===== src/rtl/clk_div_pkg.sv =====
// clk_div_pkg: shared constants and types for the multi-channel clock-enable divider.
//   CNT_W_DEF    - default counter/divisor width per channel
//   DEF_DIV_DEF  - default reset divisor (tick period 2**26 advances)
//   NCH_DEF      - default channel count
//   cnt_t        - counter/divisor type at the default width
//   ch_idx_t     - channel index type at the default channel count
//   ch_w()       - channel-select width for a given channel count (minimum 1)
package clk_div_pkg;

    localparam int unsigned CNT_W_DEF   = 27;
    localparam int unsigned DEF_DIV_DEF = 2**26 - 1;
    localparam int unsigned NCH_DEF     = 4;

    function automatic int unsigned ch_w(input int unsigned n);
        return (n > 1) ? $clog2(n) : 1;
    endfunction

    typedef logic [CNT_W_DEF-1:0]        cnt_t;
    typedef logic [ch_w(NCH_DEF)-1:0]    ch_idx_t;

endpackage


===== src/rtl/clk_div_chan.sv =====
// clk_div_chan: one divider channel with glitch-free runtime divisor update.
//   clk      - system clock, rising edge
//   rst      - asynchronous active-low reset
//   en_i     - global enable (a write while disabled applies immediately)
//   adv_i    - advance this channel's counter this cycle
//   clr_i    - synchronous phase clear; applies any pending divisor
//   wr_i     - divisor write strobe for this channel
//   val_i    - divisor value to write
//   at_top_o - counter currently equals the active divisor (unqualified by adv)
//   tick_o   - registered one-cycle terminal-count pulse
//   sq_o     - registered square wave, toggles on each terminal count
//   pend_o   - a written divisor is waiting for the next terminal count
module clk_div_chan
    import clk_div_pkg::*;
#(
    parameter int unsigned      CNT_W   = CNT_W_DEF,
    parameter logic [CNT_W-1:0] DEF_DIV = CNT_W'(DEF_DIV_DEF)
) (
    input  logic             clk,
    input  logic             rst,
    input  logic             en_i,
    input  logic             adv_i,
    input  logic             clr_i,
    input  logic             wr_i,
    input  logic [CNT_W-1:0] val_i,
    output logic             at_top_o,
    output logic             tick_o,
    output logic             sq_o,
    output logic             pend_o
);

    logic [CNT_W-1:0] cnt_q, cnt_d;
    logic [CNT_W-1:0] act_q, act_d;
    logic [CNT_W-1:0] pdiv_q, pdiv_d;
    logic             pend_q, pend_d;
    logic             sq_q, sq_d;
    logic             tick_q, tick_d;
    logic             term;

    assign at_top_o = (cnt_q == act_q);
    assign term     = adv_i & at_top_o;

    always_comb begin
        cnt_d  = cnt_q;
        act_d  = act_q;
        pdiv_d = pdiv_q;
        pend_d = pend_q;
        sq_d   = sq_q;
        tick_d = 1'b0;
        if (clr_i) begin
            cnt_d  = '0;
            sq_d   = 1'b0;
            pend_d = 1'b0;
            if (wr_i) begin
                act_d = val_i;
            end else if (pend_q) begin
                act_d = pdiv_q;
            end
        end else begin
            if (term) begin
                cnt_d  = '0;
                tick_d = 1'b1;
                sq_d   = ~sq_q;
            end else if (adv_i) begin
                cnt_d = cnt_q + CNT_W'(1);
            end
            // Divisor only changes at a period boundary, unless the channel is
            // idle (en low) where there is no running period to corrupt.
            if (wr_i && (!en_i || term)) begin
                act_d  = val_i;
                pend_d = 1'b0;
            end else if (term && pend_q) begin
                act_d  = pdiv_q;
                pend_d = 1'b0;
            end else if (wr_i) begin
                pdiv_d = val_i;
                pend_d = 1'b1;
            end
        end
    end

    always_ff @(posedge clk or negedge rst) begin
        if (!rst) begin
            cnt_q  <= '0;
            act_q  <= DEF_DIV;
            pdiv_q <= DEF_DIV;
            pend_q <= 1'b0;
            sq_q   <= 1'b0;
            tick_q <= 1'b0;
        end else begin
            cnt_q  <= cnt_d;
            act_q  <= act_d;
            pdiv_q <= pdiv_d;
            pend_q <= pend_d;
            sq_q   <= sq_d;
            tick_q <= tick_d;
        end
    end

    assign tick_o = tick_q;
    assign sq_o   = sq_q;
    assign pend_o = pend_q;

endmodule


===== src/rtl/clk_div_multi.sv =====
// clk_div_multi: NCH-channel synchronous programmable clock-enable divider.
//   clk     - system clock, rising edge
//   rst     - asynchronous active-low reset
//   en      - global count enable
//   clr     - synchronous phase clear of all channels
//   div_wr  - divisor write strobe
//   div_ch  - target channel of the write (out-of-range writes are ignored)
//   div_val - new divisor D (tick period D+1 advances)
//   tick_o  - per-channel one-cycle terminal-count pulse
//   sq_o    - per-channel 50% square wave
//   pend_o  - per-channel divisor-write-pending flag
module clk_div_multi
    import clk_div_pkg::*;
#(
    parameter int unsigned      NCH     = NCH_DEF,
    parameter int unsigned      CNT_W   = CNT_W_DEF,
    parameter logic [CNT_W-1:0] DEF_DIV = CNT_W'(DEF_DIV_DEF),
    parameter int unsigned      CASCADE = 0,
    localparam int unsigned     CH_W    = ch_w(NCH)
) (
    input  logic             clk,
    input  logic             rst,
    input  logic             en,
    input  logic             clr,
    input  logic             div_wr,
    input  logic [CH_W-1:0]  div_ch,
    input  logic [CNT_W-1:0] div_val,
    output logic [NCH-1:0]   tick_o,
    output logic [NCH-1:0]   sq_o,
    output logic [NCH-1:0]   pend_o
);

    logic [NCH-1:0] adv;
    logic [NCH-1:0] at_top;
    logic [NCH-1:0] wr;

    // In cascade mode channel i advances when every lower channel is at its
    // terminal count this cycle; that prefix-AND equals "channel i-1 ticks now"
    // but depends only on counter state, so the chain has no feedback through adv.
    always_comb begin
        logic run;
        run = 1'b1;
        adv = '0;
        for (int unsigned i = 0; i < NCH; i++) begin
            adv[i] = en & ((CASCADE == 0) | run);
            run    = run & at_top[i];
        end
    end

    for (genvar i = 0; i < NCH; i++) begin : g_ch
        assign wr[i] = div_wr & (div_ch == CH_W'(i));

        clk_div_chan #(
            .CNT_W   (CNT_W),
            .DEF_DIV (DEF_DIV)
        ) u_chan (
            .clk      (clk),
            .rst      (rst),
            .en_i     (en),
            .adv_i    (adv[i]),
            .clr_i    (clr),
            .wr_i     (wr[i]),
            .val_i    (div_val),
            .at_top_o (at_top[i]),
            .tick_o   (tick_o[i]),
            .sq_o     (sq_o[i]),
            .pend_o   (pend_o[i])
        );
    end

endmodule


===== config.mk =====
export PLATFORM = sky130hd
export DESIGN_NAME = clk_div_multi
export DESIGN_NICKNAME = d
export VERILOG_FILES = /design/src/rtl/clk_div_pkg.sv /design/src/rtl/clk_div_chan.sv /design/src/rtl/clk_div_multi.sv
export SDC_FILE = /design/constraint.sdc
export NUM_CORES = 1
export LEC_CHECK = 0
export CORE_MARGIN = 8
export CORE_UTILIZATION = 50
export CTS_BUF_LIST = sky130_fd_sc_hd__clkbuf_8
export DETAILED_ROUTE_END_ITERATION = 7
export PLACE_DENSITY = 0.74
export SYNTH_ARGS = -nofsm -noshare
export SYNTH_HDL_FRONTEND = slang
export SYNTH_SLANG_ARGS = --single-unit

===== constraint.sdc =====
create_clock -name clk -period 2.74 [get_ports clk]
set_clock_uncertainty 0.15 [all_clocks]
set_input_delay 0.548 -clock clk [delete_from_list [all_inputs] [get_ports clk]]
set_output_delay 0.548 -clock clk [all_outputs]
set_load 0.01 [all_outputs]

* Yosys cells after proc, flatten, opt, wreduce, memory -nomap -nowiden *
Cells that the tools add are included.

storage, ports and cells
  bits in registers = 336
  input bits = 34
  logic and storage cells = 162
  output and inout port bits = 12

operators by class
  bitwise logic cells = 21
  reductions and logical operators = 38
  add/subtract/negate cells = 4
  equal/unequal tests = 11
  muxes and demuxes = 64

operators with widths
  cell                                                    count
  2-to-1 mux 27 bit                                       32
  adder 27 x 1 -> 27 bit (second input constant)          4
  == test 27 bit                                          4
  2-to-1 mux 1 bit                                        32
  nonzero test 3 bit                                      8
  AND reduction 4 bit                                     4
  nonzero test 4 bit                                      4
  NOT 1 bit                                               13
  inequality test 3 x 1 -> 1 bit (second input constant)  4
  AND 1 bit                                               8
  logical AND 1 bit                                       8
  AND reduction 2 bit                                     4
  nonzero test 2 bit                                      4
  == test 2 bit (second input constant)                   2
  logical OR 1 bit                                        4
  == test 2 x 1 -> 1 bit (second input constant)          1
  zero test 2 bit                                         1
  zero test 1 bit                                         1

* Logic depth before layout (Yosys ltp) *
Gate-level depths: netlist of run 1.

  depth after elaboration = 6
  mapped depth = 10
  depth with buffers taken out = 7

* By module *
Synthesis of run 1 repeated with hierarchy kept, for this count alone.

second synthesis, totals
  cells, all modules = 2252
  area, all modules = 20582.2 µm²

by module, submodules not included
  module         sequential area each (µm²)  instances  cells an instance  area an instance (µm²)
  clk_div_chan   2167.1                      4          562                5136.2
  clk_div_multi  0.0                         1          4                  37.5

* Worst setup path after synthesis of run 1 *
No wires, ideal clock.

  path type = reg-to-reg
  start = reg g_ch[3].u_chan.act_q[16]
  end = reg g_ch[3].u_chan.pdiv_q[10]
  data required time = 2.505 ns
  setup slack = 0.203 ns
  library setup time = 0.085 ns
  clock period less this slack = 2.537 ns
  path buffers = 1
  cell stages (with the launch flop) = 8
  arrival = 2.302 ns
  cells stage by stage = dfstp_2 -> xnor2_1 -> nand4_1 -> nor4_2 -> a31oi_2 -> nand2_1 -> buf_2 -> mux2_1

between the ends
  cells in the longest elaborated chain, start to end = 6
  elaborated cells on any way between the ends = 8
  those cells by class = eq/ne (1); bitwise (3); reduce/logical (4)

ends and longest elaborated chain
  what                                    line                source
  from (decl)                             clk_div_chan.sv:33  logic [CNT_W-1:0] act_q, act_d;
  from (signal assigned)                  clk_div_chan.sv:92  act_q <= act_d;
  == test 27 bit *                        clk_div_chan.sv:40  assign at_top_o = (cnt_q == act_q);
  AND 1 bit *                             clk_div_chan.sv:41  assign term = adv_i & at_top_o;
  logical OR 1 bit                        clk_div_chan.sv:69  if (wr_i && (!en_i || term)) begin
  logical AND 1 bit                       clk_div_chan.sv:69
  NOT 1 bit (no source line)              n/a
  AND reduction 4 bit (no source line) *  n/a
  to (signal assigned)                    clk_div_chan.sv:93  pdiv_q <= pdiv_d;
  to (decl)                               clk_div_chan.sv:34  logic [CNT_W-1:0] pdiv_q, pdiv_d;

Mark *: on every way between the ends. The rest lies on a longest branch, timed or not.
A chain may end at the register's enable or synchronous reset.

* Final worst setup path of run 1 *
  start = reg g_ch[0].u_chan.act_q[1]
  end = reg g_ch[0].u_chan.pdiv_q[18]

between the ends
  cells in the longest elaborated chain, start to end = 6
  elaborated cells on any way between the ends = 8
  those cells by class = eq/ne (1); bitwise (3); reduce/logical (4)

ends and longest elaborated chain
  what                                    line
  from (decl)                             clk_div_chan.sv:33
  from (signal assigned)                  clk_div_chan.sv:92
  == test 27 bit *                        clk_div_chan.sv:40
  AND 1 bit *                             clk_div_chan.sv:41
  logical OR 1 bit                        clk_div_chan.sv:69
  logical AND 1 bit                       clk_div_chan.sv:69
  NOT 1 bit (no source line)              n/a
  AND reduction 4 bit (no source line) *  n/a
  to (signal assigned)                    clk_div_chan.sv:93
  to (decl)                               clk_div_chan.sv:34

Marked as above.

==> reports/results.ini, run 1 <==
[detailed_routing]
post-route-drc-count=0
antenna_violating_nets_post_route=0
totalWireLength_um=43200
initialDrtViolationCount=1104
avg_wl_per_cell_um=21.0
vias=12400
avgViaCountPerCell=6.05
first_pass_iters=5

[sta]
tightest_slew_ns=0.661
setup_slack_ns=0.154
relSlewSlack_pct=55.9
maxClockFrequency_mhz=387
slew_violations=0
min_period_ns=2.59
rsz_0062_raised_after_global_routing=false
final_hold_viol_count=0
setup_viol=0
layout_worst_path_cycle_share_pct=94.4

[finish]
drive_above_1_share_pct=26.4
fin_util_pct=59.2
num_antenna_cells=0
layout_common_cells=dfstp_2, dfrtp_1, xnor2_1, o22ai_1, mux2_1
finish.net_count=1602
area.growth.synth_to_final_pct=17.4
post-route-cell-area_um2=19200
layout.cells.most_common=dfstp_2
layout.filler_cells=2686
finalNonFillerCells=2054

[critical_path]
worst-path-max-fanout=17
slowest_cell_delay_on_critical_path_ns=0.57
crit_chain=xnor2_1 -> nand4_1 -> nor4_2 -> a21o_1 -> or2_1 -> buf_4 -> mux2_1
path_buf_inv=1
r2r_end=g_ch[0].u_chan.pdiv_q[18]$_DFFE_PN1P_
setup.worst_path.class=register to register
cp_data_arrival_time_ns=2.94
ff2ff_path_depth=7
critical_path.endpoint_type=register
crit_path_start_kind=register
critPathRequiredTime_ns=3.09
slowest_library_cell_on_the_worst_path=dfstp_2
r2r_setup_slack_ns=0.15
worst_r2r_startpoint=g_ch[0].u_chan.act_q[1]$_DFFE_PN1P_
critical-path-top-delay-family=simple AND/OR/NAND/NOR gates

[clock_network]
cts_buffers=56
cts_tree=done
insertion_delay_ns=0.60
clock_tree.root_cell=clkbuf_8
clock_path_buffers=3
postCtsSetupBuffers=0
clkSlewWorstSetupHoldPaths_ns=0.06
cts.htree.levels=2
numClockSinks=336

[logic_synthesis]
yosysWarningCount=0
postSynthRegisterBits=336
synth_edf_count=0
syn_nets=1495
synth_flop_cell=dfstp_2
post_synth.cell_area_avg_um2=11.2
synth.lib_cells_used.distinct=67
postSynthCellCount=1457
async_reset_ff_share_pct=100
synth.yosys.seq_area_share_pct=53.1
synth.cell_area_um2=16300

[floorplanning]
die_area_um2=38700
chipHeight_um=197
io_pins=46
fp-row-count=66
starting_density_of_the_core_pct=50.4
die_w_um=197
design.core.area_um2=32400

[power_and_ir_drop]
vdd_ir_drop_max_mv=0.518
power_density_nw_per_um2=717
p_leak_nw=7.58

[global_routing]
grt.overflow.total=0
grt_antenna_before_repair=1
maximum_number_of_pins_on_one_net_before_global_route_repair=67
first_pass_grt_wire_length_um=69800
grt_usage_pct=22.5
grt_pass1_vias=12600

[placement]
post-place-cells=1947
postPlaceCellArea_um2=17800
portBuffers=45
detailedPlace.worstSlack_ns=-0.0925
detailedPlacementHpwl_um=29700
gp_congestion=0.881

[hold_path]
hold_class=primary input to async pin

[status]
run_status=finished clean

[job]
max_cap_viol_count=0

## synth_stat cells (6+ instances only)
master | number | area, um2
nor2_1 | 92 | 345
nand4_1 | 64 | 400
dfstp_2 | 208 | 5470
a221o_1 | 7 | 70.1
a2bb2oi_1 | 104 | 911
nor3_1 | 27 | 135
o22ai_1 | 109 | 682
buf_2 | 14 | 70.1
buf_4 | 15 | 113
o311ai_1 | 6 | 52.6
a31oi_1 | 8 | 50.1
nor4_1 | 8 | 50.1
or3_1 | 16 | 100
o21ai_1 | 15 | 75.1
dfrtp_1 | 128 | 3200
mux2_1 | 108 | 1220
clkbuf_1 | 69 | 259
o21a_1 | 6 | 45.0
inv_1 | 17 | 63.8
and3_1 | 16 | 100
nand3_1 | 55 | 275
a22o_1 | 6 | 52.6
nand2_1 | 77 | 289
xnor2_1 | 116 | 1020
xor2_1 | 44 | 385
o21ai_0 | 18 | 90.1
a21oi_1 | 24 | 120
## state kept, by name, indices dropped and copies added, names as in the netlist
signal / flops
g_ch.u_chan.sq_o: 4
g_ch.u_chan.pdiv_q: 108
g_ch.u_chan.cnt_q: 108
g_ch.u_chan.tick_o: 4
g_ch.u_chan.pend_o: 4
g_ch.u_chan.act_q: 108
## how the worst max path moves through the flow
stage / from / end / slack (ns) / cells past startpoint
final: g_ch[0].u_chan.act_q[1]$_DFFE_PN1P_ / g_ch[0].u_chan.pdiv_q[18]$_DFFE_PN1P_ / 0.15 / 7
after global routing: g_ch[0].u_chan.cnt_q[23]$_DFFE_PN0P_ / g_ch[0].u_chan.act_q[18]$_DFFE_PN1P_ / 0.02 / 8
after CTS: g_ch[0].u_chan.act_q[1]$_DFFE_PN1P_ / g_ch[0].u_chan.act_q[4]$_DFFE_PN1P_ / 0.03 / 8
after detailed placement: en / g_ch[3].u_chan.cnt_q[16]$_DFFE_PN0P_ / -0.09 / 9
after global placement: en / g_ch[3].u_chan.cnt_q[16]$_DFFE_PN0P_ / -0.05 / 9
after floorplan: g_ch[3].u_chan.act_q[16]$_DFFE_PN1P_ / g_ch[3].u_chan.pdiv_q[10]$_DFFE_PN1P_ / 0.20 / 7
## area by class of cell
type | count | area, um2 | share of cell area (%)
clock inverter | 36 | 325 | 1.70
inverter | 17 | 63.8 | 0.333
sequential | 336 | 8670 | 45.3
clock buffer | 70 | 963 | 5.03
timing repair buffer | 151 | 1440 | 7.53
multi-input combinational | 1002 | 7140 | 37.3
tap | 442 | 553 | 2.89
## stage by stage
step	hold WS, ns	TNS, ns	total power, mW
floorplan	0.102	0	8.02
global placement	0.324	-0.472	8.69
detailed placement	0.332	-0.940	8.80
CTS	0.321	0	13.8
global route	0.349	0	14.3
finish	0.327	0	13.7
## report_power, final
group / internal (mW) / leakage [nW] / switching [mW] / total (mW)
clock: 2.88 / 0.713 / 2.09 / 4.98
combinational: 1.02 / 2.92 / 0.846 / 1.87
sequential: 6.30 / 3.95 / 0.583 / 6.89
## per-layer routing
metal | global-route usage (%) | part of all wire [%]
met3 | 3.27 | 5.8
met2 | 35.9 | 47
met4 | 10.0 | 4.4
met1 | 30.4 | 43
met5 | 0 | 0
## cells by family (layout without fill, tap and decap cells)
group,after synthesis,after routing,share of synthesized area (%)
simple gates,397,397,12.5
flops,336,336,53.1
compound gates,330,330,14.6
xor+xnor,160,160,8.59
buf+inv,119,274,3.24
mux,111,111,7.64
fa+ha+maj,4,4,0.307
## repair_timing
item | in CTS | in global routing
setup endpoints to repair | 0 | 22
hold endpoints to repair | 28 | 0
gates resized for setup | 0 | 1
hold buffers | 1 | 0
Power figures use the tool's default switching activity.
==> run 2, diff against run 1 <==
--- a/config.mk
+++ b/config.mk
@@ -6,10 +6,10 @@
 export NUM_CORES = 1
 export LEC_CHECK = 0
 export CORE_MARGIN = 8
-export CORE_UTILIZATION = 50
+export CORE_UTILIZATION = 58
 export CTS_BUF_LIST = sky130_fd_sc_hd__clkbuf_8
 export DETAILED_ROUTE_END_ITERATION = 7
-export PLACE_DENSITY = 0.74
+export PLACE_DENSITY = 0.84
 export SYNTH_ARGS = -nofsm -noshare
 export SYNTH_HDL_FRONTEND = slang
 export SYNTH_SLANG_ARGS = --single-unit
==> run 2 against run 1 <==
Net effect:
- highest routed layer unchanged
- largest cell class unchanged
- design area is 1.5% lower
- first-iteration DRC count grew 9.5%
- critical path depth grew 1
- clock power decreased by 13%
- final cell count down 3.7%
- register-to-register slack about the same
- total power is 4.2% lower
- die area decreased by 13%
- sequential power is 0.6% higher
- via count is 1.6% higher
==> reports/results.ini, run 2 (synthesis gave the netlist of run 1 again) <==
[sta]
rsz_0062_raised_after_global_routing=false  ; unchanged
layout_worst_path_cycle_share_pct=94.6  ; was 94.4%
fin_setup_tns_ns=0  ; unchanged
slew_violations=0  ; unchanged
tightest_slew_ns=0.656  ; was 0.661 ns
setup_viol=0  ; unchanged
maxClockFrequency_mhz=386  ; was 387 MHz
min_period_ns=2.59  ; about the same
relSlewSlack_pct=56.1  ; was 55.9%
final_hold_viol_count=0  ; unchanged

[floorplanning]
fp-row-count=61  ; was 66
chipHeight_um=184  ; was 197 um
die_w_um=184  ; was 197 um
io_pins=46  ; unchanged
starting_density_of_the_core_pct=58.7  ; was 50.4%
design.core.area_um2=27800  ; was 32400 um2
die_area_um2=33800  ; was 38700 um2

[power_and_ir_drop]
p_comb_share_pct=14.3  ; was 13.6%
p_sw_mw=3.48  ; was 3.52 mW
p_leak_nw=7.49  ; was 7.58 nW
cell_internal_pwr_mw=9.68  ; was 10.2 mW
power.switching_fraction_pct=26.4  ; was 25.7%
power_density_nw_per_um2=698  ; was 717 nW/um2
power_frac_clock_pct=33.0  ; was 36.3%
vdd_ir_drop_max_mv=0.473  ; was 0.518 mV
sequentialPowerShare_pct=52.7  ; was 50.2%

[detailed_routing]
initialDrtViolationCount=1209  ; was 1104
post-route-drc-count=0  ; unchanged
totalWireLength_um=43800  ; was 43200 um
avg_wl_per_cell_um=22.1  ; was 21.0 um
avgViaCountPerCell=6.38  ; was 6.05
vias=12600  ; was 12400
first_pass_iters=6  ; was 5
antenna_violating_nets_post_route=0  ; unchanged

[critical_path]
worst-path-max-fanout=19  ; was 17
slowest_library_cell_on_the_worst_path=dfstp_2  ; unchanged
critical_path.endpoint_type=register  ; unchanged
cp-startpoint=g_ch[0].u_chan.act_q[25]$_DFFE_PN1P_  ; was g_ch[0].u_chan.act_q[1]$_DFFE_PN1P_
slowest_cell_delay_on_critical_path_ns=0.54  ; was 0.57 ns
path_buf_inv=2  ; was 1
crit_chain=xnor2_1 -> nand4_1 -> nor4_1 -> a21o_1 -> buf_4 -> a21boi_2 -> buf_12 -> a2bb2oi_1  ; was xnor2_1 -> nand4_1 -> nor4_2 -> a21o_1 -> or2_1 -> buf_4 -> mux2_1
worst_r2r_startpoint=g_ch[0].u_chan.act_q[25]$_DFFE_PN1P_  ; was g_ch[0].u_chan.act_q[1]$_DFFE_PN1P_
critical-path-top-delay-family=compound AO/OA/AOI/OAI gates  ; was simple AND/OR/NAND/NOR gates
setup.worst_path.class=register to register  ; unchanged
critPathRequiredTime_ns=3.09  ; about the same
crit_path_start_kind=register  ; unchanged
cp_data_arrival_time_ns=2.94  ; about the same

[placement]
portBuffers=45  ; unchanged
gp_congestion=0.945  ; was 0.881
post-place-cells=1880  ; was 1947
detailedPlacementHpwl_um=29400  ; was 29700 um

[clock_network]
insertion_delay_ns=0.61  ; was 0.60 ns
clock_path_buffers=3  ; unchanged
clock_tree.root_cell=clkbuf_8  ; unchanged
quantity_of_hold_fixing_buffers_added_after_cts=1  ; unchanged
postCtsSetupBuffers=0  ; unchanged
cts_tree=done  ; unchanged
clkSlewWorstSetupHoldPaths_ns=0.06  ; about the same
cts.htree.levels=2  ; unchanged
ctsResizeCount=0  ; unchanged
numClockSinks=336  ; unchanged
cts_buffers=53  ; was 56

[finish]
layout_common_cells=dfstp_2, dfrtp_1, xnor2_1, o22ai_1, mux2_1  ; unchanged
layout.cells.most_common=dfstp_2  ; unchanged
finalNonFillerCells=1978  ; was 2054
num_antenna_cells=0  ; unchanged
drive_above_1_share_pct=25.6  ; was 26.4%
layout.filler_cells=1981  ; was 2686
finish.net_count=1596  ; was 1602
fin_util_pct=67.9  ; was 59.2%
reg.largest.list=g_ch.u_chan.act_q (108), g_ch.u_chan.cnt_q (108), g_ch.u_chan.pdiv_q (108)  ; unchanged
area.growth.synth_to_final_pct=15.5  ; was 17.4%

[status]
run_status=finished clean  ; unchanged

[global_routing]
first_pass_grt_wire_length_um=70900  ; was 69800 um
grt_usage_pct=26.2  ; was 22.5%
grt.overflow.total=0  ; unchanged
maximum_number_of_pins_on_one_net_before_global_route_repair=72  ; was 67
grt_antenna_before_repair=2  ; was 1
grt_pass1_vias=12900  ; was 12600

[job]
max_cap_viol_count=0  ; unchanged

[hold_path]
hold_class=primary input to async pin  ; unchanged

[run 2: changes by cell type in the layout (fill, tap and decap cells not counted), moves of 3 or more]
cell,before,now
clkbuf_8,70,62
buf_4,90,86
bufinv_16,6,3
inv_1,30,33
[run 2: stage by stage]
step,cell area [um2],hold slack [ns],setup slack [ns],power (mW)
2_1_floorplan,16300,0.102,0.203,8.02
3_3_place_gp,17800,0.326,0.0126,8.68
3_5_place_dp,17800,0.347,-0.0244,8.82
4_1_cts,18900,0.351,0.175,13.2
5_1_grt,18900,0.366,0.0574,13.7
6_report,18900,0.334,0.148,13.2
[run 2: power by group through the flow]
stage	Combinational (mW)	Clock (mW)	Sequential (mW)
floorplan	1.29	0	6.73
global placement	1.77	0	6.91
detailed placement	1.86	0	6.96
CTS	1.88	4.40	6.91
global route	2.03	4.63	7.01
finish	1.88	4.35	6.93
[run 2: final cells by class]
cell class	count	area (um2)	area share, %
Inverter	17	63.8	0.338
Clock buffer	62	853	4.53
Tap cell	378	473	2.51
Timing Repair Buffer	148	1430	7.59
Sequential cell	336	8670	46.0
Clock inverter	35	235	1.25
Multi-Input combinational cell	1002	7130	37.8
[run 2: worst paths after layout]
check / to / slack, ns / depth (start not counted)
max reg2reg: g_ch[0].u_chan.act_q[16]$_DFFE_PN1P_ / 0.15 / 8
max: g_ch[0].u_chan.act_q[16]$_DFFE_PN1P_ / 0.15 / 8
min in group clk: g_ch[2].u_chan.act_q[12]$_DFFE_PN1P_ / 0.36 / 1
max in group asynchronous: g_ch[2].u_chan.act_q[2]$_DFFE_PN1P_ / 1.19 / 3
min: g_ch[1].u_chan.cnt_q[23]$_DFFE_PN0P_ / 0.33 / 2
min reg2reg: g_ch[2].u_chan.act_q[12]$_DFFE_PN1P_ / 0.36 / 1
[run 2: routing by layer]
layer	vias to the layer above	routed length, um	track usage [%]
li1	5594	-	-
met1	6328	18100	34.9
met2	588	20700	41.5
met3	114	3510	5.89
met4	0	1490	10.4
met5	-	0	0
[run 2: worst reg2reg max path, cell delays in order, from the launching register on]
cell and delay (ns):
dfstp_2 0.54, xnor2_1 0.16, nand4_1 0.16, nor4_1 0.47, a21o_1 0.22, buf_4 0.12, a21boi_2 0.28, buf_12 0.20
a2bb2oi_1 0.21
